`src/rtl/mips_mc_control.sv`:
```
`default_nettype none
// ============================================================================
// Module   : mips_mc_control
// Purpose  : Multicycle MIPS control unit. Moore FSM that sequences each
//            instruction through fetch, decode, execute, memory and
//            writeback. Decodes opcode/funct into the ALU operation code.
//            Raises a trap on an illegal instruction or on signed overflow.
// Revision : 1.0 - initial release
// ============================================================================
module mips_mc_control #(
  parameter int ALU_CTRL_WIDTH = 4
) (
  input  logic                      clk,
  input  logic                      rst_n,
  input  logic [5:0]                opcode,
  input  logic [5:0]                funct,
  input  logic                      zero_flag,
  input  logic                      overflow_flag,
  input  logic                      mem_ready,
  output logic                      mem_req,
  output logic                      mem_write,
  output logic                      iord,
  output logic                      ir_write,
  output logic                      pc_write,
  output logic [1:0]                pc_src,
  output logic                      alu_src_a,
  output logic [1:0]                alu_src_b,
  output logic                      imm_zext,
  output logic [ALU_CTRL_WIDTH-1:0] alu_control,
  output logic                      reg_write,
  output logic                      reg_dst,
  output logic                      mem_to_reg,
  output logic                      exception,
  output logic [1:0]                exc_cause
);

  // ALU operation encodings
  localparam logic [ALU_CTRL_WIDTH-1:0] c_ALU_AND  = 4'b0000;
  localparam logic [ALU_CTRL_WIDTH-1:0] c_ALU_OR   = 4'b0001;
  localparam logic [ALU_CTRL_WIDTH-1:0] c_ALU_ADD  = 4'b0010;
  localparam logic [ALU_CTRL_WIDTH-1:0] c_ALU_XOR  = 4'b0011;
  localparam logic [ALU_CTRL_WIDTH-1:0] c_ALU_NOR  = 4'b0100;
  localparam logic [ALU_CTRL_WIDTH-1:0] c_ALU_SLTU = 4'b0101;
  localparam logic [ALU_CTRL_WIDTH-1:0] c_ALU_SUB  = 4'b0110;
  localparam logic [ALU_CTRL_WIDTH-1:0] c_ALU_SLT  = 4'b0111;
  localparam logic [ALU_CTRL_WIDTH-1:0] c_ALU_SLL  = 4'b1000;
  localparam logic [ALU_CTRL_WIDTH-1:0] c_ALU_SRL  = 4'b1001;
  localparam logic [ALU_CTRL_WIDTH-1:0] c_ALU_SRA  = 4'b1010;
  localparam logic [ALU_CTRL_WIDTH-1:0] c_ALU_SLLV = 4'b1011;
  localparam logic [ALU_CTRL_WIDTH-1:0] c_ALU_SRLV = 4'b1100;
  localparam logic [ALU_CTRL_WIDTH-1:0] c_ALU_SRAV = 4'b1101;

  // Opcodes
  localparam logic [5:0] c_OP_RTYPE = 6'h00;
  localparam logic [5:0] c_OP_J     = 6'h02;
  localparam logic [5:0] c_OP_BEQ   = 6'h04;
  localparam logic [5:0] c_OP_BNE   = 6'h05;
  localparam logic [5:0] c_OP_ADDI  = 6'h08;
  localparam logic [5:0] c_OP_XORI  = 6'h0E;
  localparam logic [5:0] c_OP_LW    = 6'h23;
  localparam logic [5:0] c_OP_SW    = 6'h2B;

  // Trap causes
  localparam logic [1:0] c_CAUSE_OVF = 2'b01;
  localparam logic [1:0] c_CAUSE_ILL = 2'b10;

  typedef enum logic [3:0] {
    S_FETCH  = 4'd0,
    S_DECODE = 4'd1,
    S_MEMADR = 4'd2,
    S_MEMRD  = 4'd3,
    S_MEMWB  = 4'd4,
    S_MEMWR  = 4'd5,
    S_EXEC   = 4'd6,
    S_ALUWB  = 4'd7,
    S_BRANCH = 4'd8,
    S_JUMP   = 4'd9,
    S_TRAP   = 4'd10
  } state_t;

  state_t     r_state;
  state_t     w_next;
  logic [1:0] r_exc_cause;
  logic [1:0] w_cause;
  logic       w_is_rtype;
  logic       w_is_itype_alu;
  logic       w_trapping_op;

  function automatic logic f_rtype_legal(input logic [5:0] fn);
    case (fn)
      6'h00, 6'h02, 6'h03, 6'h04, 6'h06, 6'h07,
      6'h20, 6'h21, 6'h22, 6'h23, 6'h24, 6'h25, 6'h26, 6'h27,
      6'h2A, 6'h2B: return 1'b1;
      default:      return 1'b0;
    endcase
  endfunction

  function automatic logic [ALU_CTRL_WIDTH-1:0] f_rtype_alu(input logic [5:0] fn);
    case (fn)
      6'h00:        return c_ALU_SLL;
      6'h02:        return c_ALU_SRL;
      6'h03:        return c_ALU_SRA;
      6'h04:        return c_ALU_SLLV;
      6'h06:        return c_ALU_SRLV;
      6'h07:        return c_ALU_SRAV;
      6'h22, 6'h23: return c_ALU_SUB;
      6'h24:        return c_ALU_AND;
      6'h25:        return c_ALU_OR;
      6'h26:        return c_ALU_XOR;
      6'h27:        return c_ALU_NOR;
      6'h2A:        return c_ALU_SLT;
      6'h2B:        return c_ALU_SLTU;
      default:      return c_ALU_ADD;
    endcase
  endfunction

  function automatic logic [ALU_CTRL_WIDTH-1:0] f_itype_alu(input logic [5:0] op);
    case (op)
      6'h0A:   return c_ALU_SLT;
      6'h0B:   return c_ALU_SLTU;
      6'h0C:   return c_ALU_AND;
      6'h0D:   return c_ALU_OR;
      6'h0E:   return c_ALU_XOR;
      default: return c_ALU_ADD;
    endcase
  endfunction

  assign w_is_rtype     = (opcode == c_OP_RTYPE);
  assign w_is_itype_alu = (opcode >= c_OP_ADDI) && (opcode <= c_OP_XORI);
  // add, sub and addi are the only ops that trap on signed overflow
  assign w_trapping_op  = (w_is_rtype && (funct == 6'h20 || funct == 6'h22)) ||
                          (opcode == c_OP_ADDI);

  // State register and trap cause, latched as the FSM enters TRAP
  always_ff @(posedge clk) begin
    if (!rst_n) begin
      r_state     <= S_FETCH;
      r_exc_cause <= 2'b00;
    end else begin
      r_state <= w_next;
      if (w_next == S_TRAP) begin
        r_exc_cause <= w_cause;
      end
    end
  end

  // Next-state and Moore output decode; everything forced low in reset
  always_comb begin
    w_next      = r_state;
    w_cause     = 2'b00;
    mem_req     = 1'b0;
    mem_write   = 1'b0;
    iord        = 1'b0;
    ir_write    = 1'b0;
    pc_write    = 1'b0;
    pc_src      = 2'b00;
    alu_src_a   = 1'b0;
    alu_src_b   = 2'b00;
    imm_zext    = 1'b0;
    alu_control = c_ALU_ADD;
    reg_write   = 1'b0;
    reg_dst     = 1'b0;
    mem_to_reg  = 1'b0;
    exception   = 1'b0;

    case (r_state)
      S_FETCH: begin
        mem_req   = 1'b1;
        alu_src_b = 2'b01;
        if (mem_ready) begin
          ir_write = 1'b1;
          pc_write = 1'b1;
          w_next   = S_DECODE;
        end
      end
      S_DECODE: begin
        // Branch target computed speculatively into ALUOut
        alu_src_b = 2'b11;
        if (opcode == c_OP_LW || opcode == c_OP_SW) begin
          w_next = S_MEMADR;
        end else if (opcode == c_OP_BEQ || opcode == c_OP_BNE) begin
          w_next = S_BRANCH;
        end else if (opcode == c_OP_J) begin
          w_next = S_JUMP;
        end else if ((w_is_rtype && f_rtype_legal(funct)) || w_is_itype_alu) begin
          w_next = S_EXEC;
        end else begin
          w_next  = S_TRAP;
          w_cause = c_CAUSE_ILL;
        end
      end
      S_MEMADR: begin
        alu_src_a = 1'b1;
        alu_src_b = 2'b10;
        w_next    = (opcode == c_OP_LW) ? S_MEMRD : S_MEMWR;
      end
      S_MEMRD: begin
        mem_req = 1'b1;
        iord    = 1'b1;
        if (mem_ready) begin
          w_next = S_MEMWB;
        end
      end
      S_MEMWB: begin
        reg_write  = 1'b1;
        mem_to_reg = 1'b1;
        w_next     = S_FETCH;
      end
      S_MEMWR: begin
        mem_req   = 1'b1;
        mem_write = 1'b1;
        iord      = 1'b1;
        if (mem_ready) begin
          w_next = S_FETCH;
        end
      end
      S_EXEC: begin
        alu_src_a = 1'b1;
        if (w_is_rtype) begin
          alu_src_b   = 2'b00;
          alu_control = f_rtype_alu(funct);
        end else begin
          alu_src_b   = 2'b10;
          alu_control = f_itype_alu(opcode);
          imm_zext    = (opcode >= 6'h0C) && (opcode <= c_OP_XORI);
        end
        if (w_trapping_op && overflow_flag) begin
          w_next  = S_TRAP;
          w_cause = c_CAUSE_OVF;
        end else begin
          w_next = S_ALUWB;
        end
      end
      S_ALUWB: begin
        reg_write = 1'b1;
        reg_dst   = w_is_rtype;
        w_next    = S_FETCH;
      end
      S_BRANCH: begin
        alu_src_a   = 1'b1;
        alu_src_b   = 2'b00;
        alu_control = c_ALU_SUB;
        pc_src      = 2'b01;
        pc_write    = ((opcode == c_OP_BEQ) && zero_flag) ||
                      ((opcode == c_OP_BNE) && !zero_flag);
        w_next      = S_FETCH;
      end
      S_JUMP: begin
        pc_write = 1'b1;
        pc_src   = 2'b10;
        w_next   = S_FETCH;
      end
      S_TRAP: begin
        pc_write  = 1'b1;
        pc_src    = 2'b11;
        exception = 1'b1;
        w_next    = S_FETCH;
      end
      default: begin
        w_next = S_FETCH;
      end
    endcase

    if (!rst_n) begin
      w_next      = S_FETCH;
      w_cause     = 2'b00;
      mem_req     = 1'b0;
      mem_write   = 1'b0;
      iord        = 1'b0;
      ir_write    = 1'b0;
      pc_write    = 1'b0;
      pc_src      = 2'b00;
      alu_src_a   = 1'b0;
      alu_src_b   = 2'b00;
      imm_zext    = 1'b0;
      alu_control = '0;
      reg_write   = 1'b0;
      reg_dst     = 1'b0;
      mem_to_reg  = 1'b0;
      exception   = 1'b0;
    end
  end

  assign exc_cause = rst_n ? r_exc_cause : 2'b00;

endmodule
`default_nettype wire

```
`config.mk`:
```
export PLATFORM = sky130hd
export DESIGN_NAME = mips_mc_control
export DESIGN_NICKNAME = d
export VERILOG_FILES = /design/src/rtl/mips_mc_control.sv
export SDC_FILE = /design/constraint.sdc
export NUM_CORES = 1
export LEC_CHECK = 0
export CORE_MARGIN = 2
export CORE_UTILIZATION = 40
export CTS_BUF_LIST = sky130_fd_sc_hd__clkbuf_4 sky130_fd_sc_hd__clkbuf_8 sky130_fd_sc_hd__clkbuf_16
export CTS_CLUSTER_DIAMETER = 200
export DETAILED_ROUTE_END_ITERATION = 12
export PLACE_DENSITY = 0.76
export SYNTH_ARGS = -nofsm -noshare
export SYNTH_HDL_FRONTEND = slang
export SYNTH_SLANG_ARGS = --single-unit
```
`constraint.sdc`:
```
create_clock -name clk -period 1.6 [get_ports clk]
set_input_delay 0.32 -clock clk [delete_from_list [all_inputs] [get_ports clk]]
set_output_delay 0.32 -clock clk [all_outputs]
set_load 0.03 [all_outputs]
```
==> flow_metrics.env, run 1 <==
export IMPL_synth_seq_cells=6
export IMPL_synth_compound_area_share_pct=25.7
export IMPL_place_inst=252
export IMPL_die_x_um=54.9
export IMPL_synth_area_mux_share_pct=0
export IMPL_row_count=18
export IMPL_synth_adder_area_share_pct=4.83
export IMPL_synth_nets=170
export IMPL_grt_repair_worst_endpoint="reg_dst"
export IMPL_avgSynthCellArea_um2=6.95
export IMPL_endpoint_type="output port"
export IMPL_gp_congestion=0.830
export IMPL_synthSimpleGateAreaFrac_pct=47.8
export IMPL_ys_flop_type="dfxtp_1"
export IMPL_cts_made_buffers=3
export IMPL_error="[ERROR DPL-0038] Utilization greater than 100%, impossible to legalize"
export IMPL_ys_types=47
export IMPL_grt_max_degree=10
export IMPL_cts_sinks=6
export IMPL_die_h_um=54.9
export IMPL_cts_root_buf="clkbuf_4"
export IMPL_dp_hpwl_mm=2.88
export IMPL_lastStage="global routing (5_1_grt)"
export IMPL_synth_cell_area_um2=1040
export IMPL_synth_edf_count=0
export IMPL_floorplan_initialDensity_pct=42.2
export IMPL_ys_seq_area_share_pct=11.6
export IMPL_cts_max_path_buffers=2
export IMPL_pin_count=38
export IMPL_synth_xor_area_share_pct=3.38
export IMPL_synth_top_family_by_area="simple AND/OR/NAND/NOR gates"
export IMPL_portBuffers=37
export IMPL_yosys_warnings=0
export IMPL_synth_cells=149
export IMPL_htree_num_levels=1
export IMPL_async_flop_share_pct=0
export IMPL_status="aborted with a tool error"
synthesized netlist by cell type (2+ instances only):
library cell / n / area [µm²]
nor2_1: 11 / 41.3
nand3b_1: 4 / 30.0
nand2_1: 12 / 45.0
a21oi_1: 14 / 70.1
o32a_1: 2 / 20.0
clkbuf_1: 5 / 18.8
a31oi_1: 5 / 31.3
nand2b_1: 7 / 43.8
xnor2_1: 2 / 17.5
nor2b_1: 7 / 43.8
nor3b_1: 7 / 52.6
nor3_1: 8 / 40.0
nand3_1: 2 / 10.0
ha_1: 4 / 50.1
xor2_1: 2 / 17.5
buf_2: 3 / 15.0
inv_1: 5 / 18.8
or2_2: 3 / 18.8
dfxtp_1: 6 / 120
and2_1: 3 / 18.8
and4_1: 2 / 17.5
o21a_1: 2 / 15.0
a21boi_0: 2 / 15.0
o21ai_0: 8 / 40.0
cell families after synthesis:
| family | Yosys count |
|---|---|
| and+or+nand+nor | 78 |
| buffers and inverters | 15 |
| AOI/OAI and AO/OA | 42 |
| DFF | 6 |
| xor gates and xnor gates | 4 |
| adders and majority gates | 4 |
metrics by stage:
stage	area [µm²]	setup slack, ns	hold WS, ns	util [%]
4_1_cts	2210	-0.509	0.623	90.0
3_5_place_dp	1790	-1.14	0.676	73.0
3_3_place_gp	1790	-1.12	0.653	73.0
2_1_floorplan	1160	-0.277	0.505	-
what timing repair did:
action                     4_1_cts
hold buffers                     0
setup endpoints to repair       27
gates cloned                     0
pin swaps                       37
buffers inserted                19
gates resized for setup        120
==> run 2: changes to the inputs <==
Settings changed: CORE_AREA set to 2 2 63 65, CORE_MARGIN 2 to unset, CORE_UTILIZATION 40 to unset, CTS_BUF_LIST sky130_fd_sc_hd__clkbuf_4 sky130_fd_sc_hd__clkbuf_8 sky130_fd_sc_hd__clkbuf_16 to unset, CTS_CLUSTER_DIAMETER 200 to unset, DIE_AREA set to 0 0 65 67, PLACE_DENSITY 0.76 to unset, PLACE_DENSITY_LB_ADDON set to 0.15.
Clock period 1.6 ns to 2.1 ns, I/O delays scaled along.
==> run 2 against run 1 <==
The flow now finishes, with violations (negative setup slack). Synthesized cell count unchanged. Area after synthesis is the same.
==> flow_metrics.env, run 2 <==
export IMPL_status="complete, but fails checks"
export IMPL_violations="negative setup slack"
export IMPL_stdcell_area_um2=1940
export IMPL_dpl_cell_area_um2=1700
export IMPL_tightest_slew_ns=0.338
export IMPL_drc=0
export IMPL_die_h_um=67
export IMPL_yosys_warnings=0
export IMPL_dieArea_um2=4360
export IMPL_synth_xor_area_share_pct=3.38
export IMPL_cts_max_path_buffers=2
export IMPL_finalMaxSlewViolations=0
export IMPL_htree_num_levels=1
export IMPL_grt_usage_pct=16.1
export IMPL_min_period_ns=2.21
export IMPL_layout_commonest_cell="buf_4"
export IMPL_ys_flop_type="dfxtp_1"
export IMPL_dp_hpwl_mm=2.94
export IMPL_ir_drop_v=0.000214
export IMPL_synth_seq_cells=6
export IMPL_finalSetupViolations=6
export IMPL_area_growth_pct=87.2
export IMPL_synth_top_cell_area_share_pct=11.6
export IMPL_route_vias_total=1381
export IMPL_cts_root_buf="clkbuf_8"
export IMPL_period_share_pct=105
export IMPL_crit_start="opcode[0]"
export IMPL_synth_top_family_by_area="simple AND/OR/NAND/NOR gates"
export IMPL_rr_endpoint="r_exc_cause[0]"
export IMPL_synth_nets=170
export IMPL_cts_sinks=6
export IMPL_final_cell_mix="buf_4, a21oi_1, buf_6"
export IMPL_grt_max_degree=15
export IMPL_crit_required_ns=1.68
export IMPL_ant_nets=0
export IMPL_core_um2=3610
export IMPL_synthSimpleGateAreaFrac_pct=47.8
export IMPL_maxSlewHeadroom_pct=77.2
export IMPL_utilization_pct=53.8
export IMPL_rsz0062_at_grt="yes"
export IMPL_power_density_nw_per_um2=348
export IMPL_cp_cell_sequence="buf_6 > or4_4 > buf_6 > nor4_4 > buf_4 > a21oi_2 > nor2_2 > buf_6"
export IMPL_routed_wl_mm=3.62
export IMPL_max_stage_delay_ns=0.54
export IMPL_slowest_stage="or4_4"
export IMPL_synth_area_top_cells="dfxtp_1, a21oi_1, nor3b_1"
export IMPL_maxCapViolations=0
export IMPL_synth_area_mux_share_pct=0
export IMPL_hp_start="r_exc_cause[1]"
export IMPL_critPathLaunchType="input port"
export IMPL_worstSetupEndpoint="alu_control[0]"
export IMPL_grt_pass1_vias=1355
export IMPL_cp_max_fo=3
export IMPL_drive_above_1_share_pct=50.0
export IMPL_cp_end_kind="primary output"
export IMPL_synth_cell_area_um2=1040
export IMPL_top_register="r_state"
export IMPL_pin_count=38
export IMPL_ys_types=47
export IMPL_p_leak_nw=0.855
export IMPL_clock_latency_ns=0.21
export IMPL_ys_seq_area_share_pct=11.6
export IMPL_synth_adder_area_share_pct=4.83
export IMPL_async_flop_share_pct=0
export IMPL_grt_overflow_total=0
export IMPL_portBuffers=37
export IMPL_layout_nets=253
export IMPL_gp_congestion=0.806
export IMPL_synth_area_leader_cell="dfxtp_1"
export IMPL_firstDrtPassIters=4
export IMPL_die_x_um=65
export IMPL_routedWlPerCell_um=13.0
export IMPL_cts_made_buffers=3
export IMPL_fin_ws_ns=-0.109
export IMPL_cts_tree="built"
export IMPL_antenna_found_initial=0
export IMPL_synth_most_common_cell="a21oi_1"
export IMPL_r2r_start="r_state[0]"
export IMPL_worstHoldPathType="flop to flop"
export IMPL_reg_top3="r_state: 4 flops, r_exc_cause: 2 flops"
export IMPL_cts_hold_buffers=0
export IMPL_clk_pin_slew_ns=0.03
export IMPL_row_count=22
export IMPL_grt_first_pass_wirelength_mm=5.67
export IMPL_r2r_slack_ns=0.27
export IMPL_avgSynthCellArea_um2=6.95
export IMPL_drt_iter0_drc=62
export IMPL_vias_per_cell=4.97
export IMPL_path_class="input port to primary output"
export IMPL_synth_cells=149
export IMPL_skew_ns=0.000487
export IMPL_floorplan_initialDensity_pct=28.7
export IMPL_cp_arrival_ns=1.79
export IMPL_timing_fmax_mhz=453
export IMPL_synth_commonest_cells="a21oi_1, nand2_1, nor2_1"
export IMPL_hold_viol=0
export IMPL_largest_reg_flops=4
export IMPL_antennaDiodeCount=0
export IMPL_synth_edf_count=0
export IMPL_worst_r2r_cell_count=7
export IMPL_crit_path_frequent_cell="buf_6"
export IMPL_synth_compound_area_share_pct=25.7
-- run 2: layout make-up --
type                    instances  area [µm²]
fillers                       365        1670
multi-input cells             128         981
repair buffers                 88         718
flip-flops and latches          6         120
well taps                      48        60.1
clock buffers                   3        41.3
inverters                       5        18.8
-- run 2: report_power, final --
part / switching, W / total, W / internal, W
clock network: 0.0000426 / 0.000165 / 0.000123
registers: 0.00000403 / 0.000127 / 0.000123
logic: 0.000196 / 0.000383 / 0.000186
total: 0.000243 / 0.000675 / 0.000432
-- run 2: through the flow --
step           total power, W  cells  setup slack [ns]  hold WS, ns  setup TNS [ns]
2_1_floorplan        0.000319    149            -0.125        0.606          -0.165
4_1_cts              0.000652    272            -0.250        0.625           -1.24
6_report             0.000675    278            -0.109        0.620          -0.520
3_3_place_gp         0.000479    266            -0.778        0.577           -5.46
5_1_grt              0.000719    278            -0.159        0.663          -0.770
3_5_place_dp         0.000483    266            -0.791        0.616           -5.77
-- run 2: kinds of logic after synthesis --
family	Yosys count
xor+xnor	4
compound gates	42
flops	6
buf+inv	15
simple gates	78
fa+ha+maj	4
-- run 2: repair_timing --
| item | CTS | global route |
|---|---|---|
| endpoints found under the setup margin | 16 | 9 |
| pin swaps | 11 | 17 |
| gates resized for setup | 48 | 34 |
| endpoints found under the hold margin | 0 | 0 |
| buffers inserted | 3 | 7 |
-- run 2: worst min path at each step --
stage	endpoint	slack [ns]	depth (start not counted)
after detailed placement	r_exc_cause[1]	0.62	3
final	r_exc_cause[1]	0.62	3
after floorplan	r_state[0]	0.61	3
after global routing	r_exc_cause[1]	0.66	3
after CTS	r_exc_cause[1]	0.63	3
after global placement	r_exc_cause[0]	0.58	2
-- run 2: layer usage --
metal	part of all wire (%)	track usage (%)	wire length [µm]	vias to the layer above
met5	0	0	0	-
met4	0	0.266	0	0
met3	2.8	1.52	100	0
met2	54	35.6	1970	27
met1	43	16.7	1550	640
li1	-	-	-	714
-- run 2: worst max-delay path, delay by kind of cell --
family                 cells  cell delay [ns]
buffers and inverters      4             0.52
AOI/OAI and AO/OA          1             0.05
and+or+nand+nor            3             0.80
No activity file was read; power rests on OpenSTA's default activity.
==> run 3: changes to the inputs <==
Clock period 2.1 ns to 2.3 ns, I/O delays scaled along.
==> run 3 against run 2 <==
The run still ends with negative setup slack left. Highest routed layer is now met4. Largest cell class unchanged. Clock skew up 0.0015 ns. Cell count down 1.8%. Flip-flop and latch count unchanged. Combinational power down 14%.
==> flow_metrics.env, run 3 (same netlist as run 2, synthesis figures left out) <==
export IMPL_pin_count=38
export IMPL_rsz0062_at_grt="yes"
export IMPL_post_place_ws_ns=-0.684
export IMPL_routed_wl_mm=3.72
export IMPL_clk_pin_slew_ns=0.04
export IMPL_routedWlPerCell_um=13.6
export IMPL_grt_pass1_vias=1369
export IMPL_cts_sinks=6
export IMPL_critPathLaunchType="input port"
export IMPL_crit_required_ns=1.84
export IMPL_tns_ns=-0.0967
export IMPL_route_vias_total=1386
export IMPL_r2r_start="r_state[0]"
export IMPL_status="complete, but fails checks"
export IMPL_cp_arrival_ns=1.89
export IMPL_grt_usage_pct=17.2
export IMPL_floorplan_initialDensity_pct=28.7
export IMPL_tightest_slew_ns=0.389
export IMPL_cts_made_buffers=3
export IMPL_max_stage_delay_ns=0.56
export IMPL_grt_max_degree=16
export IMPL_period_share_pct=102
export IMPL_path_class="input port to primary output"
export IMPL_core_um2=3610
export IMPL_cp_end_kind="primary output"
export IMPL_cp_cell_sequence="buf_6 > or4_4 > buf_6 > nor2_4 > nand2_2 > o22ai_2 > a21boi_1 > buf_4"
export IMPL_crit_path_frequent_cell="buf_6"
export IMPL_largest_reg_flops=4
export IMPL_antennaDiodeCount=0
export IMPL_layout_commonest_cell="buf_4"
export IMPL_cp_max_fo=3
export IMPL_finalMaxSlewViolations=0
export IMPL_firstDrtPassIters=4
export IMPL_reg_top3="r_state: 4 flops, r_exc_cause: 2 flops"
export IMPL_wl_met1_mm=1.49
export IMPL_violations="negative setup slack"
export IMPL_drt_iter0_drc=82
export IMPL_top_register="r_state"
export IMPL_power_density_nw_per_um2=326
export IMPL_htree_num_levels=1
export IMPL_ant_nets=0
export IMPL_skew_ns=0.00200
export IMPL_worstSetupEndpoint="alu_control[1]"
export IMPL_layout_nets=248
export IMPL_grt_first_pass_wirelength_mm=5.92
export IMPL_timing_fmax_mhz=425
export IMPL_dp_hpwl_mm=2.94
export IMPL_die_x_um=65
export IMPL_slowest_stage="or4_4"
export IMPL_crit_start="opcode[4]"
export IMPL_clock_latency_ns=0.22
export IMPL_wl_met3_um=134
export IMPL_hold_viol=0
export IMPL_antenna_found_initial=0
export IMPL_min_period_ns=2.35
export IMPL_cts_max_path_buffers=2
export IMPL_wl_met2_mm=2.04
export IMPL_maxSlewHeadroom_pct=73.9
export IMPL_rr_endpoint="r_exc_cause[0]"
export IMPL_hold_slack_ns=0.626
export IMPL_drc=0
export IMPL_ir_drop_v=0.000167
export IMPL_fin_ws_ns=-0.0534
export IMPL_stdcell_count=273
export IMPL_area_growth_pct=79.0
export IMPL_cts_hold_buffers=0
export IMPL_top_layer_used="met4"
export IMPL_r2r_slack_ns=0.42
export IMPL_place_inst=262
export IMPL_finalSetupViolations=4
export IMPL_dieArea_um2=4360
export IMPL_grt_overflow_total=0
export IMPL_row_count=22
export IMPL_worstHoldPathType="flop to flop"
export IMPL_maxCapViolations=0
export IMPL_p_leak_nw=0.806
export IMPL_die_h_um=67
export IMPL_cts_tree="built"
export IMPL_cts_root_buf="clkbuf_8"
export IMPL_vias_per_cell=5.08
export IMPL_worst_r2r_cell_count=6
export IMPL_gp_congestion=0.819
export IMPL_final_cell_mix="buf_4, a21oi_1, nand2_1"
export IMPL_portBuffers=37
export IMPL_drive_above_1_share_pct=43.6
export IMPL_num_fill_cells=372
run 3: changes by cell type in the layout (fill, tap and decap cells not counted), sizes merged:
cell / before / now
clkdlybuf4s15: 1 / 2
buf: 75 / 69
clkbuf: 7 / 5
clkdlybuf4s50: 2 / 5
dlymetal6s2s: 2 / 0
dlygate4sd2: 4 / 5
run 3: metal layers:
layer  global-route usage (%)  up-vias
met3                    0.845        6
met2                     36.3       32
met4                     3.99        0
li1                         -      698
met5                        0        -
met1                     18.1      650
run 3: worst min path at each step:
stage,from,to,cells after the start
after global routing,r_exc_cause[0],r_exc_cause[0],2
after floorplan,r_state[3],r_state[0],3
after detailed placement,r_exc_cause[0],r_exc_cause[0],2
after global placement,r_exc_cause[0],r_exc_cause[0],2
final,r_exc_cause[1],r_exc_cause[1],3
after CTS,r_exc_cause[0],r_exc_cause[0],2
run 3: power breakdown:
group / switching (W) / total (W) / internal [W]
clock network: 0.0000420 / 0.000154 / 0.000112
logic: 0.000172 / 0.000330 / 0.000159
registers: 0.00000700 / 0.000119 / 0.000112
run 3: cell type report:
| class | count | area [µm²] | share of cell area (%) |
|---|---|---|---|
| clock buffer | 3 | 41.3 | 2.23 |
| inverter | 5 | 18.8 | 1.01 |
| multi-input combinational | 128 | 936 | 50.5 |
| sequential | 6 | 120 | 6.48 |
| tap | 48 | 60.1 | 3.24 |
| timing repair buffer | 83 | 678 | 36.6 |
run 3: repair_timing:
item                                    in CTS  in global routing
resized for setup                           43                 16
endpoints found under the setup margin       8                  9
buffers inserted                             6                  2
pin swaps                                   12                 14
run 3: worst max-delay path: cells and delay by family:
| family | cells | cell delay, ns |
|---|---|---|
| buf+inv | 3 | 0.42 |
| simple gates | 3 | 0.77 |
| compound gates | 2 | 0.24 |
run 3: stage by stage:
step	total power [W]	cell area, µm²	utilization, %
3_3_place_gp	0.000431	1670	46.3
6_report	0.000604	1850	51.4
5_1_grt	0.000637	1850	51.4
2_1_floorplan	0.000292	1050	-
3_5_place_dp	0.000434	1670	46.3
4_1_cts	0.000597	1780	49.5
